`src/rtl/pattern_scan_ctrl.sv`:
```
// Programmable serial pattern-scan controller: run-time configurable detector
// (pattern, length, overlap, match limit) sequenced through IDLE / RUN / DONE.
module pattern_scan_ctrl #(
  parameter int MAXLEN = 8,
  parameter int CNTW   = 8
) (
  input  logic              clk,
  input  logic              rst_n,
  input  logic              cfg_we,
  input  logic [MAXLEN-1:0] cfg_pattern,
  input  logic [3:0]        cfg_len,
  input  logic              cfg_overlap,
  input  logic [CNTW-1:0]   cfg_limit,
  input  logic              start,
  input  logic              abort,
  input  logic              in_valid,
  input  logic              in_bit,
  output logic              in_ready,
  output logic              match,
  output logic [CNTW-1:0]   match_cnt,
  output logic              busy,
  output logic              done,
  output logic              cfg_err
);

  typedef enum logic [1:0] {
    ST_IDLE = 2'd0,
    ST_RUN  = 2'd1,
    ST_DONE = 2'd2
  } state_t;

  state_t state_q, state_d;

  // Configuration registers
  logic [MAXLEN-1:0] pattern_q;
  logic [3:0]        len_q;
  logic              overlap_q;
  logic [CNTW-1:0]   limit_q;

  // Engine state: shift history and number of valid history bits
  logic [MAXLEN-1:0] hist_q;
  logic [3:0]        fill_q;

  logic              cfg_legal;
  logic              cfg_load;
  logic              cfg_bad;
  logic              start_ok;
  logic              accept;
  logic [MAXLEN-1:0] hist_shift;
  logic [3:0]        fill_inc;
  logic [MAXLEN-1:0] cmp_mask;
  logic              hit;
  logic [CNTW-1:0]   cnt_inc;
  logic              limit_hit;

  // Low len bits set; selects the compared window of history and pattern.
  function automatic logic [MAXLEN-1:0] len_mask(input logic [3:0] len);
    logic [MAXLEN-1:0] m;
    for (int i = 0; i < MAXLEN; i++) begin
      m[i] = (i < int'(len));
    end
    return m;
  endfunction

  // Control decode
  assign cfg_legal = (cfg_len != 4'd0) && (cfg_len <= 4'(MAXLEN));
  assign cfg_load  = cfg_we && (state_q != ST_RUN) && cfg_legal;
  assign cfg_bad   = cfg_we && ((state_q == ST_RUN) || !cfg_legal);
  assign start_ok  = start && !cfg_we && !cfg_err && (state_q != ST_RUN);
  assign accept    = in_valid && in_ready;

  // Detection datapath
  assign hist_shift = {hist_q[MAXLEN-2:0], in_bit};
  assign fill_inc   = (fill_q == 4'(MAXLEN)) ? fill_q : fill_q + 4'd1;
  assign cmp_mask   = len_mask(len_q);
  assign hit        = accept && (fill_inc >= len_q) &&
                      ((hist_shift & cmp_mask) == (pattern_q & cmp_mask));
  assign cnt_inc    = (match_cnt == '1) ? match_cnt : match_cnt + CNTW'(1);
  assign limit_hit  = hit && (limit_q != '0) && (cnt_inc == limit_q);

  // State register
  // NOTE: sequential state uses non-blocking (<=) so every register samples
  // pre-edge values; blocking here would create order-dependent races.
  always_ff @(posedge clk) begin
    if (!rst_n) state_q <= ST_IDLE;
    else        state_q <= state_d;
  end

  // Next-state logic
  always_comb begin
    // NOTE: default assignment first so no path leaves state_d unassigned,
    // which would otherwise infer a latch.
    state_d = state_q;
    unique case (state_q)
      ST_IDLE: if (start_ok) state_d = ST_RUN;
      ST_RUN: begin
        if (abort)          state_d = ST_IDLE;
        else if (limit_hit) state_d = ST_DONE;
      end
      ST_DONE: if (start_ok) state_d = ST_RUN;
      default: state_d = ST_IDLE;
    endcase
  end

  // Output logic: in_ready depends on state and abort only, never in_valid.
  always_comb begin
    in_ready = (state_q == ST_RUN) && !abort;
  end

  // Configuration registers and sticky error flag
  always_ff @(posedge clk) begin
    if (!rst_n) begin
      pattern_q <= MAXLEN'(4'b1010);
      len_q     <= 4'd4;
      overlap_q <= 1'b0;
      limit_q   <= '0;
      cfg_err   <= 1'b0;
    end else if (cfg_load) begin
      pattern_q <= cfg_pattern;
      len_q     <= cfg_len;
      overlap_q <= cfg_overlap;
      limit_q   <= cfg_limit;
      cfg_err   <= 1'b0;
    end else if (cfg_bad) begin
      cfg_err   <= 1'b1;
    end
  end

  // Detection engine; start and accept are exclusive (accept needs RUN).
  always_ff @(posedge clk) begin
    if (!rst_n) begin
      hist_q    <= '0;
      fill_q    <= 4'd0;
      match_cnt <= '0;
      done      <= 1'b0;
    end else if (start_ok) begin
      hist_q    <= '0;
      fill_q    <= 4'd0;
      match_cnt <= '0;
      done      <= 1'b0;
    end else if (accept) begin
      hist_q <= hist_shift;
      // Non-overlap mode discards history so matched bits are not reused.
      fill_q <= (hit && !overlap_q) ? 4'd0 : fill_inc;
      if (hit)       match_cnt <= cnt_inc;
      if (limit_hit) done      <= 1'b1;
    end
  end

  // Registered status pulses
  always_ff @(posedge clk) begin
    if (!rst_n) begin
      match <= 1'b0;
      busy  <= 1'b0;
    end else begin
      match <= hit;
      busy  <= (state_d == ST_RUN);
    end
  end

  a_busy_tracks_run : assert property (
    @(posedge clk) disable iff (!rst_n) busy == (state_q == ST_RUN));
  a_done_tracks_done : assert property (
    @(posedge clk) disable iff (!rst_n) done == (state_q == ST_DONE));

endmodule

```
`config.mk`:
```
export PLATFORM = sky130hd
export DESIGN_NAME = pattern_scan_ctrl
export DESIGN_NICKNAME = d
export VERILOG_FILES = /design/src/rtl/pattern_scan_ctrl.sv
export SDC_FILE = /design/constraint.sdc
export NUM_CORES = 1
export LEC_CHECK = 0
export BUFFER_PORTS_ARGS = -buffer_cell sky130_fd_sc_hd__buf_2
export CAP_MARGIN = 5
export CELL_PAD_IN_SITES_DETAIL_PLACEMENT = 1
export CELL_PAD_IN_SITES_GLOBAL_PLACEMENT = 2
export CORE_MARGIN = 2
export CORE_UTILIZATION = 30
export CTS_CLUSTER_DIAMETER = 50
export CTS_CLUSTER_SIZE = 10
export DETAILED_ROUTE_END_ITERATION = 10
export GPL_ROUTABILITY_DRIVEN = 0
export HOLD_SLACK_MARGIN = 0.03
export MAX_ROUTING_LAYER = met4
export PLACE_DENSITY = 0.71
export SYNTH_ARGS = -nofsm -noshare
export SYNTH_HDL_FRONTEND = slang
export SYNTH_SLANG_ARGS = --single-unit
```
`constraint.sdc`:
```
create_clock -name clk -period 4.76 [get_ports clk]
set_input_delay 0 -clock clk [delete_from_list [all_inputs] [get_ports clk]]
set_output_delay 0 -clock clk [all_outputs]
set_load 0.03 [all_outputs]
```
Word level (Yosys, flattened, before mapping)
Cells that the tools add are included.
{"block": "word_totals", "reg_bits": 46, "input_bits": 28, "out_inout_bits": 13, "elab_cells": 70}
{"block": "op_classes", "add_sub_neg": 2, "magnitude_cmp": 10, "n_eq_ne": 8, "mux": 7, "n_bitwise": 3, "reduce_logical": 28}
{"operator": "$and A8 B8 Y8", "n": 2}
{"operator": "$eq A8 B8 Y1", "n": 2}
{"operator": "$lt A3 B4 Y1 const A", "n": 4}
{"operator": "$logic_and A1 B1 Y1", "n": 14}
{"operator": "$add A8 B1 Y8 const B", "n": 1}
{"operator": "$eq A8 B8 Y1 const B", "n": 1}
{"operator": "$lt A1 B4 Y1 const A", "n": 2}
{"operator": "$lt A2 B4 Y1 const A", "n": 2}
{"operator": "$mux W4", "n": 2}
{"operator": "$mux W8", "n": 1}
{"operator": "$reduce_bool A8 Y1", "n": 1}
{"operator": "$mux W2", "n": 3}
{"operator": "$reduce_or A2 Y1", "n": 3}
{"operator": "$logic_not A1 Y1", "n": 5}
{"operator": "$add A4 B1 Y4 const B", "n": 1}
{"operator": "$eq A2 B1 Y1 const B", "n": 2}
{"operator": "$eq A4 B4 Y1 const B", "n": 1}
{"operator": "$ge A4 B4 Y1", "n": 1}
{"operator": "$le A4 B4 Y1 const B", "n": 1}
{"operator": "$pmux W2 S2", "n": 1}
{"operator": "$reduce_and A2 Y1", "n": 2}
{"operator": "$reduce_bool A4 Y1", "n": 1}
{"operator": "$eq A2 B2 Y1 const B", "n": 1}
{"operator": "$logic_not A2 Y1", "n": 1}
{"operator": "3 further kinds", "n": 3}

Longest topological paths before layout
Gate-level depths: netlist of run 1.
{"block": "depth", "word_depth": 11, "depth_mapped": 12, "depth_no_buf": 11}

Worst setup path before layout of run 1
No wires, ideal clock.
{"block": "synth_path", "path_kind": "register to register", "from": "reg fill_q[0]", "to": "reg match_cnt[0]", "setup_time_ps": 70, "arrival_time_ps": 2356, "required_ps": 4690, "slack_ps": 2334, "path_stages_with_launch": 13, "path_buffers": 1, "period_less_slack_ps": 2426, "cell_sequence": "dfxtp_1 inv_1 ha_1 and3b_1 xnor2_1 ha_1 nand2b_1 a211oi_1 o21bai_1 o211ai_2 clkbuf_1 o21ai_0 a21oi_1"}
{"block": "synth_via", "elab_chain_cells": 6, "elab_cells_between_ends": 7, "cone_classes": "add/sub: 1; order compare: 1; eq/ne: 1; mux: 1; reduce/logical: 3"}
{"element": "start, declared", "line_no": "42", "text": "logic [3:0] fill_q;"}
{"element": "start signal, assigned", "line_no": "144", "text": "fill_q <= (hit && !overlap_q) ? 4'd0 : fill_inc;"}
{"element": "$add A4 B1 Y4 or $eq A4 B4 Y1 (tied branches)", "line_no": "74", "text": "assign fill_inc = (fill_q == 4'(MAXLEN)) ? fill_q : fill_q + 4'd1;"}
{"element": "$mux W4 *", "line_no": "74"}
{"element": "$ge A4 B4 Y1 *", "line_no": "76", "text": "assign hit = accept && (fill_inc >= len_q) &&"}
{"element": "$logic_and A1 B1 Y1 * (2 in series)", "line_no": "76"}
{"element": "$reduce_and A2 Y1 (no line) *"}
{"element": "end signal, assigned", "line_no": "145", "text": "if (hit) match_cnt <= cnt_inc;"}
{"element": "end, declared", "line_no": "20", "text": "output logic [CNTW-1:0] match_cnt,"}
Mark *: on every way between the ends. The rest lies on a longest branch, timed or not.
A chain may end at the register's enable or synchronous reset.

Worst setup path after layout of run 1
{"block": "layout_path", "from": "reg fill_q[0]", "to": "reg state_q[1]"}
{"block": "layout_via", "elab_chain_cells": 10, "elab_cells_between_ends": 11, "cone_classes": "add/sub: 1; order compare: 1; eq/ne: 1; mux: 4; reduce/logical: 4"}
{"element": "$add A4 B1 Y4 or $eq A4 B4 Y1 (tied branches)", "line_no": "74"}
{"element": "$mux W4 *", "line_no": "74"}
{"element": "$ge A4 B4 Y1 *", "line_no": "76"}
{"element": "$logic_and A1 B1 Y1 * (2 in series)", "line_no": "76"}
{"element": "$logic_and A1 B1 Y1 * (2 in series)", "line_no": "79", "text": "assign limit_hit = hit && (limit_q != '0) && (cnt_inc == limit_q);"}
{"element": "$mux W2 *", "line_no": "98", "text": "else if (limit_hit) state_d = ST_DONE;"}
{"element": "$mux W2 *", "line_no": "97", "text": "if (abort) state_d = ST_IDLE;"}
{"element": "$pmux W2 S2 *", "line_no": "94", "text": "unique case (state_q)"}
{"element": "end signal, assigned", "line_no": "86", "text": "else state_q <= state_d;"}
{"element": "end, declared", "line_no": "32", "text": "state_t state_q, state_d;"}
Marked as above.

==> metrics, run 1 <==
Synth area leader=dfxtp_1; Starting Density=31.1%; fraction of layout cells with a size suffix above 1=17.7%; total CTS buffers=5; Period minus WS final=between 2000 and 3000 ps; slowest stage delay, CP=600 ps; die footprint=8840 um^2; CP most frequent cell=ha_1; cells along the critical path=inv_1 -> ha_1 -> and3b_1 -> xnor2_1 -> ha_1 -> nand2b_1 -> a211oi_1 -> o21bai_1 -> o211ai_2 -> nor4_2 -> o21a_1; syn nets=335; largest net degree at the start of global routing=24; RSZ-0062 raised after global routing=no; DP Wirelength=5110 um; Overflow after GRT=0; Worst R2R Path Depth=11; DRC=0; fillers=970; Root Driver=clkbuf_8; antenna-violating nets left=0; DR pass1 iterations=4; TritonCTS clock tree=built; via/cell ratio=5.09; highest clock rate=341 MHz; htree depth=2; leak pwr=between 0.001 and 0.0015 uW; first-pass GRT wire length=~12,000 um; syn avg cell area=8.10 um^2; final slew viol count=0; CP top delay family=simple AND/OR/NAND/NOR gates; WP depth=11; hold_ws=~68 ps; Worst R2R End=state_q[1]$_SDFF_PN0_; fin nets=390; Critical Path RT=5010 ps; period utilization=between 60% and 70%; max_cap viols=0; relative slew slack=a little under a fifth; crit path buf inv count=1; PD cells=251 nW/um^2; cell count after synthesis=300; I/O pin cnt=41; final setup margin=1820 ps; pre-CTS setup slack=1870 ps; Setup Skew=12.0 ps; Critical Path End=state_q[1]$_SDFF_PN0_; EDFF count, synth=0; post-synthesis cell type count=54; sequential fraction of the synthesis area=37.9%; commonest cells in the synthesized netlist=nand2_1, dfxtp_1, a21oi_1; FFs w/ async S/R, synth=0%; R2R setup slack=between 1500 and 2000 ps; Total Routing Usage GR=17.4%; Ys Warns=0; r2r startpoint=fill_q[0]$_SDFFE_PP0P_; slew at the pin closest to its max-slew limit=1210 ps; Seq cells post-synth=46; num rows=32; number of buffers added on ports=40; initial DRC count=between 40 and 50; crit path DAT=around 3200 ps; Setup crit start=fill_q[0]$_SDFFE_PP0P_; Hold Path Class=primary input to flop; Chip Height=94.0 um; Multi-input gate area=roughly 1400 um^2; vias in the first global route=2,399; clock buffer depth=2; core area=between 7000 and 8000 um^2; count leader, synth=nand2_1; maximum vdd drop=125 uV; DIE WIDTH=roughly 94 um; Worst-Skew Late Latency=310 ps; Hold Fails Final Rpt=0; initial antenna violation count=0; endpoint type of the worst setup path=flop; synth top area cells=dfxtp_1, nand2_1, a21oi_1; Area Growth Syn to Fin=23.8%; ys flop type=dfxtp_1; CP Launch Type=flop; critical path fanouts, max=19; Post-Syn Area=2430 um^2; antenna cell count=0; Cell Count, Final, Fillers Out=458; vias after detailed routing=2,329; dpl cells=about 430; Slowest cell on crit path=nor4_2; area share of the leading cell type in the synthesized netlist=around 38%; Clk pin slew, worst setup/hold paths=90 ps; WL final=6900 um; TritonCTS sink count=46; status=completed; register area=921 um^2; Setup TNS=0 ps; kind of critical path=flop to flop; worst hold start=cfg_we; final setup violation count=0; DR WL/cell=15.1 um
[routing by layer]
layer  share of wire [%]  global-route usage, %  vias up
met5                   0                      -        -
met4                 1.2                   4.47        0
met3                 2.7                   2.89       10
met2                  45                   27.4       34
met1                  51                   23.3     1117
li1                    -                      -     1168
[registers in the layout (all words and copies together), names as in the netlist]
| register | cells |
|---|---|
| busy | 1 |
| match | 1 |
| state_q | 2 |
| cfg_err | 1 |
| match_cnt | 8 |
| done | 1 |
| overlap_q | 1 |
| len_q | 4 |
| pattern_q | 8 |
| fill_q | 4 |
| hist_q | 7 |
| limit_q | 8 |
[worst min-delay path, delay by kind of cell]
| family | cells | cell delay (ps) |
|---|---|---|
| simple gates | 2 | 230 |
| buf+inv | 1 | 100 |
[area by class of cell]
cell class | count | area share (%)
Sequential cell | 46 | 30.6
Timing Repair Buffer | 64 | 14.5
Clock inverter | 3 | 0.623
Multi-Input combinational cell | 230 | 46.7
Inverter | 8 | 0.998
Tap cell | 102 | 4.24
Clock buffer | 5 | 2.29
[metrics by stage]
step	cell area [um^2]	total power (uW)	utilization [%]
global route	3010	796	38.6
finish	3010	754	38.6
floorplan	2430	471	-
global placement	2690	503	34.5
CTS	3010	766	38.6
detailed placement	2690	504	34.5
[placed cells by master (no fill, tap or decap), types with 3 or more instances in the layout]
master and count:
nor2_1 12, xor2_1 3, xnor2_1 17, nand2_1 65, nand4_1 3, nor3_1 5
nor2b_1 5, inv_1 8, o21ai_0 9, and2_1 3, ha_1 7, o31ai_1 3
buf_2 40, clkbuf_8 5, dlygate4sd3_1 23, and3_1 3, dfxtp_1 46, a31oi_1 4
a21oi_1 32, o221a_2 3, nand3_1 16
[where the power goes]
| part | internal, uW | switching, uW |
|---|---|---|
| clock network | 104 | 143 |
| logic | 45.3 | 52.7 |
| registers | 397 | 12.6 |
| total | 546 | 208 |
[worst min path at each step]
stage | endpoint | slack (ps) | depth (start not counted)
after floorplan | pattern_q[1]$_SDFFE_PN1P_ | 70 | 1
after global placement | pattern_q[3]$_SDFFE_PN1P_ | 220 | 2
after detailed placement | pattern_q[1]$_SDFFE_PN1P_ | 220 | 2
after CTS | cfg_err$_SDFFE_PP0P_ | 60 | 3
after global routing | cfg_err$_SDFFE_PP0P_ | 110 | 3
final | cfg_err$_SDFFE_PP0P_ | 70 | 3
[cell families (layout without fill, tap and decap cells)]
kind of cell	after synthesis	count (layout)	share of synthesized area (%)
AO/OA/AOI/OAI	72	72	19.4
XOR/XNOR	20	20	7.21
adder cells (fa/ha/maj)	7	7	3.60
buffers and inverters	24	80	4.27
flip-flops	46	46	37.9
multiplexers	2	2	0.824
AND/OR/NAND/NOR	129	129	26.9
[what timing repair did]
item / in CTS / in global routing
hold endpoints to repair: 22 / 0
buffers inserted: 0 / 0
gates resized for setup: 0 / 0
hold buffers: 23 / 0
Power figures use the tool's default switching activity.
==> run 2, diff against run 1 <==
Settings changed: CORE_UTILIZATION 30 to 29, PLACE_DENSITY 0.71 to 0.72.
Clock period 4.76 ns to 2.5 ns, I/O delays scaled along.
==> metrics, run 2 (synthesis results as in run 1) <==
status=finished, violations left (was completed); failing checks=negative setup slack; period utilization=100% (was 61.7%); number of buffers added on ports=40 (unchanged); Worst R2R Path Depth=12 (was 11); DR WL/cell=15.3 um (was 15.1 um); worst hold start=start (was cfg_we); Starting Density=29.7% (was 31.1%); Area Growth Syn to Fin=35.5% (was 23.8%); CP top delay family=simple AND/OR/NAND/NOR gates (unchanged); DR pass1 iterations=4 (unchanged); pre-CTS setup slack=-29.8 ps (was 1870 ps); antenna cell count=0 (unchanged); Pwr Total=1480 uW (was 754 uW); max_cap viols=0 (unchanged); Slowest cell on crit path=dfxtp_2 (was nor4_2); I/O pin cnt=41 (unchanged); DRC=0 (unchanged); critical path fanouts, max=5 (was 19); highest clock rate=399 MHz (was 341 MHz); final slew viol count=0 (unchanged); PD cells=449 nW/um^2 (was 251 nW/um^2); most common cell after layout, fill and taps aside=nand2_1 (unchanged); num rows=33 (was 32); register area=923 um^2 (was 921 um^2); Overflow after GRT=0 (unchanged); DIE WIDTH=95.6 um (was 94.0 um); endpoint type of the worst setup path=flop (unchanged); largest net degree at the start of global routing=21 (was 24); cells along the critical path=inv_4 -> ha_4 -> and3b_2 -> xnor2_2 -> ha_1 -> nand2b_4 -> a211oi_2 -> o21bai_2 -> o211ai_4 -> buf_6 -> or3_4 -> a21oi_2 (was inv_1 -> ha_1 -> and3b_1 -> xnor2_1 -> ha_1 -> nand2b_1 -> a211oi_1 -> o21bai_1 -> o211ai_2 -> nor4_2 -> o21a_1); Period minus WS final=2500 ps (was 2940 ps); most frequent cells in the layout=nand2_1, dfxtp_1, buf_2, a21oi_1, dlygate4sd3_1 (unchanged); dpl cells=447 (was 427); WP depth=12 (was 11); total CTS buffers=5 (unchanged); crit path DAT=2750 ps (was 3180 ps); relative slew slack=54.6% (was 19.1%); first-pass GRT wire length=12,300 um (was 11,800 um); Hold Path Stages=4 (was 3); WL final=7410 um (was 6900 um); DP Wirelength=5170 um (was 5110 um); Clk pin slew, worst setup/hold paths=90 ps (about the same); slowest stage delay, CP=370 ps (was 600 ps); Cell Count, Final, Fillers Out=483 (was 458); fillers=1,017 (was 970); via/cell ratio=4.96 (was 5.09); biggest regs=limit_q: 8 flops, match_cnt: 8 flops, pattern_q: 8 flops (unchanged); vias in the first global route=2,458 (was 2,399); htree depth=2 (unchanged); TritonCTS sink count=46 (unchanged); leak pwr=0.00128 uW (was 0.00115 uW); fin nets=412 (was 390); die footprint=9130 um^2 (was 8840 um^2); Setup TNS=-3.36 ps (was 0 ps); RSZ-0062 raised after global routing=yes (was no); Root Driver=clkbuf_8 (unchanged); initial antenna violation count=0 (unchanged); kind of critical path=flop to flop (unchanged); antenna-violating nets left=0 (unchanged); Chip Height=95.6 um (was 94.0 um); r2r startpoint=fill_q[0]$_SDFFE_PP0P_ (unchanged); clock buffer depth=2 (unchanged); Setup Skew=12.4 ps (was 12.0 ps); Worst-Skew Late Latency=310 ps (about the same); Critical Path RT=2740 ps (was 5010 ps); final setup violation count=1 (was 0); Total Routing Usage GR=17.7% (was 17.4%); Hold Path Class=primary input to flop (unchanged); final setup margin=-3.36 ps (was 1820 ps); Hold Fails Final Rpt=0 (unchanged); R2R setup slack=-3 ps (was 1820 ps); initial DRC count=56 (was 44); TritonCTS clock tree=built (unchanged); CP Launch Type=flop (unchanged); vias after detailed routing=2,394 (was 2,329); slew at the pin closest to its max-slew limit=677 ps (was 1210 ps); core area=8180 um^2 (was 7810 um^2); Multi-input gate area=1510 um^2 (was 1410 um^2); crit path buf inv count=2 (was 1); maximum vdd drop=236 uV (was 125 uV); fraction of layout cells with a size suffix above 1=26.2% (was 17.7%); Worst R2R End=match_cnt[0]$_SDFFE_PP0P_ (was state_q[1]$_SDFF_PN0_); Hold Path Sink=state_q[1]$_SDFF_PN0_ (was cfg_err$_SDFFE_PP0P_)
[run 2: worst min-delay path: cells and delay by family]
kind	cells	cell delay, ps
compound gates	1	110
simple gates	2	200
buf+inv	1	120
[run 2: final cells by class]
class                           count  area share (%)
Clock buffer                        5            2.09
Timing Repair Buffer               85            18.5
Multi-Input combinational cell    231            45.8
Clock inverter                      3           0.684
Sequential cell                    46            28.0
Tap cell                          105            3.99
Inverter                            8           0.987
[run 2: routing by layer]
layer / vias to the layer above / wire, um / GRT usage (%)
met5: - / 0 / -
met4: 0 / 75 / 4.88
met3: 6 / 245 / 2.92
met2: 41 / 3270 / 26.3
met1: 1129 / 3820 / 24.8
li1: 1218 / - / -
[run 2: how the worst max path moves through the flow]
stage | end | start | slack (ps)
after detailed placement | state_q[1]$_SDFF_PN0_ | fill_q[0]$_SDFFE_PP0P_ | -30
after global placement | match_cnt[3]$_SDFFE_PP0P_ | fill_q[0]$_SDFFE_PP0P_ | 70
final | match_cnt[0]$_SDFFE_PP0P_ | fill_q[0]$_SDFFE_PP0P_ | -3
after CTS | match_cnt[4]$_SDFFE_PP0P_ | fill_q[0]$_SDFFE_PP0P_ | 5
after floorplan | match_cnt[0]$_SDFFE_PP0P_ | fill_q[0]$_SDFFE_PP0P_ | 70
after global routing | match_cnt[3]$_SDFFE_PP0P_ | fill_q[0]$_SDFFE_PP0P_ | -140
[run 2: repair_timing]
item,in CTS,in global routing
hold endpoints to repair,22,0
buffers inserted,2,0
resized for setup,6,18
pin swaps,2,11
cloned,1,0
hold buffers,25,0
setup endpoints to repair,9,13
[run 2: per-stage QoR]
step / hold WS [ps] / area, um^2 / util, %
5_1_grt: 181 / 3290 / 40.3
3_3_place_gp: 210 / 2820 / 34.5
2_1_floorplan: 71.8 / 2430 / -
4_1_cts: 135 / 3220 / 39.4
6_report: 150 / 3290 / 40.3
3_5_place_dp: 216 / 2820 / 34.5
[run 2: power breakdown]
| part | total [uW] | switching, uW | internal [uW] |
|---|---|---|---|
| Combinational | 211 | 111 | 99.3 |
| Sequential | 780 | 24.4 | 756 |
| Clock | 489 | 286 | 203 |
